`src/rtl/pipeline_control_ldst_responder.sv`:
```
// Load/store responder for pipeline-control clients: one request at a time,
// issued as an aligned, byte-masked word access; read data returned lane-aligned.
module pipeline_control_ldst_responder #(
  parameter bit P_BIG_ENDIAN = 1'b1,
  parameter int P_TIMEOUT    = 0
) (
  input  logic        iCLOCK,
  input  logic        inRESET,
  input  logic        iRESET_SYNC,
  input  logic        iLDST_USE,
  input  logic        iLDST_REQ,
  output logic        oLDST_BUSY,
  input  logic [1:0]  iLDST_ORDER,
  input  logic        iLDST_RW,
  input  logic [31:0] iLDST_ADDR,
  input  logic [31:0] iLDST_DATA,
  output logic        oLDST_REQ,
  output logic [31:0] oLDST_DATA,
  output logic        oLDST_FAULT,
  output logic        oMEM_REQ,
  input  logic        iMEM_LOCK,
  output logic        oMEM_RW,
  output logic [3:0]  oMEM_MASK,
  output logic [31:0] oMEM_ADDR,
  output logic [31:0] oMEM_DATA,
  input  logic        iMEM_VALID,
  input  logic [31:0] iMEM_DATA
);

  typedef enum logic [1:0] {
    S_IDLE,
    S_ISSUE,
    S_WAIT,
    S_RESP
  } state_t;

  localparam bit          TMO_EN   = (P_TIMEOUT != 0);
  localparam logic [15:0] TMO_LAST = 16'(P_TIMEOUT - 1);

  state_t      state;
  logic [1:0]  order_q;
  logic        rw_q;
  logic [1:0]  lane_q;
  logic [15:0] tmo_cnt;

  logic [1:0]  a_bsel;
  logic        a_hsel;
  logic [3:0]  a_mask;
  logic [31:0] a_wdata;
  logic        a_misal;
  logic [1:0]  r_bsel;
  logic        r_hsel;
  logic [31:0] r_shift;
  logic [31:0] r_data;

  // Lane index counts from bit 0; big endian flips the address lane.
  always_comb begin
    a_bsel  = P_BIG_ENDIAN ? ~iLDST_ADDR[1:0] : iLDST_ADDR[1:0];
    a_hsel  = a_bsel[1];
    a_mask  = 4'b0000;
    a_wdata = 32'd0;
    a_misal = 1'b0;
    unique case (iLDST_ORDER)
      2'b00: begin
        a_mask  = 4'b0001 << a_bsel;
        a_wdata = {4{iLDST_DATA[7:0]}};
      end
      2'b01: begin
        a_mask  = a_hsel ? 4'b1100 : 4'b0011;
        a_wdata = {2{iLDST_DATA[15:0]}};
        a_misal = iLDST_ADDR[0];
      end
      2'b10: begin
        a_mask  = 4'b1111;
        a_wdata = iLDST_DATA;
        a_misal = |iLDST_ADDR[1:0];
      end
      default: ;
    endcase
  end

  always_comb begin
    r_bsel  = P_BIG_ENDIAN ? ~lane_q : lane_q;
    r_hsel  = r_bsel[1];
    r_shift = iMEM_DATA >> {r_bsel, 3'b000};
    r_data  = 32'd0;
    unique case (order_q)
      2'b00:   r_data = {24'd0, r_shift[7:0]};
      2'b01:   r_data = r_hsel ? {16'd0, iMEM_DATA[31:16]}
                               : {16'd0, iMEM_DATA[15:0]};
      2'b10:   r_data = iMEM_DATA;
      default: r_data = 32'd0;
    endcase
  end

  always_ff @(posedge iCLOCK or negedge inRESET) begin
    if (!inRESET) begin
      state       <= S_IDLE;
      order_q     <= 2'd0;
      rw_q        <= 1'b0;
      lane_q      <= 2'd0;
      tmo_cnt     <= 16'd0;
      oLDST_BUSY  <= 1'b0;
      oLDST_REQ   <= 1'b0;
      oLDST_DATA  <= 32'd0;
      oLDST_FAULT <= 1'b0;
      oMEM_REQ    <= 1'b0;
      oMEM_RW     <= 1'b0;
      oMEM_MASK   <= 4'd0;
      oMEM_ADDR   <= 32'd0;
      oMEM_DATA   <= 32'd0;
    end else if (iRESET_SYNC) begin
      state       <= S_IDLE;
      order_q     <= 2'd0;
      rw_q        <= 1'b0;
      lane_q      <= 2'd0;
      tmo_cnt     <= 16'd0;
      oLDST_BUSY  <= 1'b0;
      oLDST_REQ   <= 1'b0;
      oLDST_DATA  <= 32'd0;
      oLDST_FAULT <= 1'b0;
      oMEM_REQ    <= 1'b0;
      oMEM_RW     <= 1'b0;
      oMEM_MASK   <= 4'd0;
      oMEM_ADDR   <= 32'd0;
      oMEM_DATA   <= 32'd0;
    end else begin
      unique case (state)
        S_IDLE: begin
          if (iLDST_USE && iLDST_REQ) begin
            order_q    <= iLDST_ORDER;
            rw_q       <= iLDST_RW;
            lane_q     <= iLDST_ADDR[1:0];
            oMEM_RW    <= iLDST_RW;
            oMEM_MASK  <= a_mask;
            oMEM_ADDR  <= {iLDST_ADDR[31:2], 2'b00};
            oMEM_DATA  <= a_wdata;
            oLDST_BUSY <= 1'b1;
            if (iLDST_ORDER == 2'b11 || a_misal) begin
              state       <= S_RESP;
              oLDST_REQ   <= 1'b1;
              oLDST_DATA  <= 32'd0;
              oLDST_FAULT <= a_misal;
            end else begin
              state    <= S_ISSUE;
              oMEM_REQ <= 1'b1;
            end
          end
        end
        S_ISSUE: begin
          if (!iMEM_LOCK) begin
            state    <= S_WAIT;
            oMEM_REQ <= 1'b0;
            tmo_cnt  <= 16'd0;
          end
        end
        S_WAIT: begin
          if (iMEM_VALID) begin
            state       <= S_RESP;
            oLDST_REQ   <= 1'b1;
            oLDST_DATA  <= rw_q ? 32'd0 : r_data;
            oLDST_FAULT <= 1'b0;
          end else if (TMO_EN && tmo_cnt == TMO_LAST) begin
            state       <= S_RESP;
            oLDST_REQ   <= 1'b1;
            oLDST_DATA  <= 32'd0;
            oLDST_FAULT <= 1'b1;
          end else begin
            tmo_cnt <= tmo_cnt + 16'd1;
          end
        end
        S_RESP: begin
          state       <= S_IDLE;
          oLDST_BUSY  <= 1'b0;
          oLDST_REQ   <= 1'b0;
          oLDST_FAULT <= 1'b0;
        end
        default: state <= S_IDLE;
      endcase
    end
  end

endmodule

```
`config.mk`:
```
export PLATFORM = sky130hd
export DESIGN_NAME = pipeline_control_ldst_responder
export DESIGN_NICKNAME = d
export VERILOG_FILES = /design/src/rtl/pipeline_control_ldst_responder.sv
export SDC_FILE = /design/constraint.sdc
export NUM_CORES = 1
export LEC_CHECK = 0
export BUFFER_PORTS_ARGS = -buffer_cell sky130_fd_sc_hd__buf_2
export CORE_MARGIN = 1.5
export CORE_UTILIZATION = 35
export CTS_BUF_LIST = sky130_fd_sc_hd__clkbuf_8 sky130_fd_sc_hd__clkbuf_16
export CTS_CLUSTER_SIZE = 8
export DETAILED_ROUTE_END_ITERATION = 8
export SETUP_SLACK_MARGIN = 0.05
export SYNTH_ARGS = -nofsm -noshare
export SYNTH_HDL_FRONTEND = slang
export SYNTH_SLANG_ARGS = --single-unit
```
`constraint.sdc`:
```
create_clock -name iCLOCK -period 5.1 [get_ports iCLOCK]
set_input_delay 1.02 -clock iCLOCK [delete_from_list [all_inputs] [get_ports iCLOCK]]
set_output_delay 1.02 -clock iCLOCK [all_outputs]
set_load 0.005 [all_outputs]
```
==> metrics <==
outcome completed; Nets 775; DRT Wirelength 14.71 mm; crit-path max FO 15; vias per cell 5.209; fin util 46.94%; IO Port Bufs 208; Final ANT Viol Nets 0; Die X 123.8 um; Hold Buf Count CTS 0; setup tns final 0 ns; Seq/Total Area, Yosys 53.37%; Initial Utilization 36.40%; EDFF count, synth 0; CP Class input port to flop; Hold WC Path Type flop to flop; wire per inst 17.41 um; CTS tree done; Resized cells post-CTS 0; Post-CTS Setup Repair Bufs 0; relative slew slack 36.79%; Hold Vio Cnt, Final 0; Synth Instances 469; gr ovfl total 0; largest net degree at the start of global routing 75; vias in the first global route 4282; Syn-to-layout area delta 28.96%; Critical Path End Type flop; all-layer global routing usage 19.54%; TritonCTS Buffers 9; CTS clock-pin slew for the worst setup and hold paths 0.07 ns; max-cap viol count 0; 1st-iter DRT viols 274; Place WS 1.585 ns; worst slew pin tran 0.9482 ns; total core area 14040 sq um; Main synth FF type dfrtp_1; synthesized area 5111 sq um; initial antenna violation count 0; CTS root buffer clkbuf_16; clock sink total 109; library cells used by synthesis 46; f_max 317.3 MHz; leading cell type in the layout, fill and taps excluded buf_2; die height 123.8 um; H-tree depth 3; num rows 43; placed insts 829; flops & latches, synth 109; worst clock skew 0.006586 ns; Min Hold Slack 0.4781 ns; GPL Wtd Cong 0.8715; 1st-pass router iterations 4; RSZ-0062 raised after global routing false; VDD IR max 0.1599 mV; period utilization 61.79%; final setup violation count 0; first-pass GRT wire length 22.83 mm; largest buffer count on any clock path 2; Final Non-Filler Cells 845; share of layout cells above drive strength 1 37.74%; WP data required 5.37 ns; Ys Warns 0; full die area 15340 sq um; setup ws final 1.949 ns; Final min period 3.151 ns; Avg Inst Size Synth 10.90 sq um; PD cells 355.8 nW/um^2; Worst Setup Start Kind input port; ys async rst share 100.0%; I/O pins 211; DP HPWL 10.83 mm; clk_lat worst skew 0.35 ns; P_leak 3.523 nW; Residual DRC 0; Antenna diodes 0; most frequent cells in the layout 207 x buf_2, 109 x dfrtp_1, 69 x a22o_1; Pins Over Slew Limit 0; via count 4402; Data arrival, critical path 3.42 ns
## routing by layer
metal | GRT usage [%] | vias up | part of all wire [%]
met1 | 26.47 | 2126 | 45
met3 | 5.403 | 21 | 8.9
li1 | - | 2067 | -
met5 | 0 | - | 0
met4 | 6.897 | 0 | 1.7
met2 | 30.04 | 188 | 45
## power breakdown
part | internal [W] | switching (W) | leakage (nW) | total, W
clock | 0.000430 | 0.000323 | 0.163 | 0.000753
sequential | 0.000939 | 0.0000581 | 1.50 | 0.000997
combinational | 0.000267 | 0.000327 | 1.86 | 0.000595
## synthesized netlist by cell type, drive strengths merged (2+ instances only)
master | number | share of area [%]
nor2 | 17 | 1.5
dfrtp | 109 | 53
o311a | 3 | 0.61
ha | 9 | 2.2
inv | 23 | 1.7
nor3b | 2 | 0.39
a22oi | 11 | 1.6
or2 | 2 | 0.24
a31oi | 3 | 0.37
buf | 12 | 1.5
a221o | 3 | 0.59
nor4b | 3 | 0.51
clkbuf | 22 | 1.6
nand3b | 2 | 0.29
a22o | 69 | 12
nand3 | 5 | 0.49
o21ai | 30 | 2.9
mux2 | 15 | 3.6
nand2 | 53 | 3.9
nor2b | 3 | 0.37
a21oi | 27 | 2.6
mux2i | 18 | 3.5
nand2b | 15 | 1.8
o311ai | 3 | 0.66
## through the flow
step                      total power (W)  area [sq um]
final                            0.002345          6591
after global routing             0.002478          6591
after CTS                        0.002372          6591
after detailed placement         0.001610          6276
after global placement           0.001601          6276
after floorplan                  0.001395          5115
## flip-flops by register name, indices dropped and copies added, names as in the netlist, 2 cells and up
signal / count
order_q: 2
oMEM_DATA: 32
oMEM_MASK: 4
state: 2
lane_q: 2
oLDST_DATA: 32
oMEM_ADDR: 30
## final timing paths
| path | startpoint | endpoint | slack, ns | cells after the start |
|---|---|---|---|---|
| min in group asynchronous | inRESET | oLDST_DATA[29]$_DFFE_PN0P_ | 0.79 | 1 |
| max in group asynchronous | inRESET | oMEM_ADDR[7]$_DFFE_PN0P_ | 3.30 | 2 |
| min | oMEM_DATA[19]$_DFFE_PN0P_ | oMEM_DATA[19]$_DFFE_PN0P_ | 0.48 | 2 |
| min reg2reg | oMEM_DATA[19]$_DFFE_PN0P_ | oMEM_DATA[19]$_DFFE_PN0P_ | 0.48 | 2 |
| max | iLDST_ORDER[1] | oLDST_DATA[27]$_DFFE_PN0P_ | 1.95 | 8 |
| max reg2reg | state[0]$_DFFE_PN0P_ | oMEM_DATA[6]$_DFFE_PN0P_ | 2.22 | 7 |
## layout make-up
| type | instances | area, sq um |
|---|---|---|
| tap | 180 | 225.2 |
| fill | 1336 | 7451 |
| sequential | 109 | 2728 |
| inverter | 23 | 86.33 |
| clock buffer | 9 | 225.2 |
| multi-input combinational | 304 | 2156 |
| clock inverter | 7 | 90.09 |
| timing repair buffer | 213 | 1081 |
## critical path, cell delays in order
cell and delay [ns]:
buf_2 0.13, inv_1 0.08, ha_1 0.43, nand3_1 0.20
nand2_2 0.18, o311a_1 0.79, buf_4 0.36, mux2i_1 0.22
## cells by family after synthesis
family,after synthesis,synth area share (%)
compound gates,155,22.35
flops,109,53.37
simple gates,105,10.06
buf+inv,57,4.822
mux,33,7.124
fa+ha+maj,9,2.203
other cells,1,0.07337
Note: power is estimated with default switching activity, not from simulation.
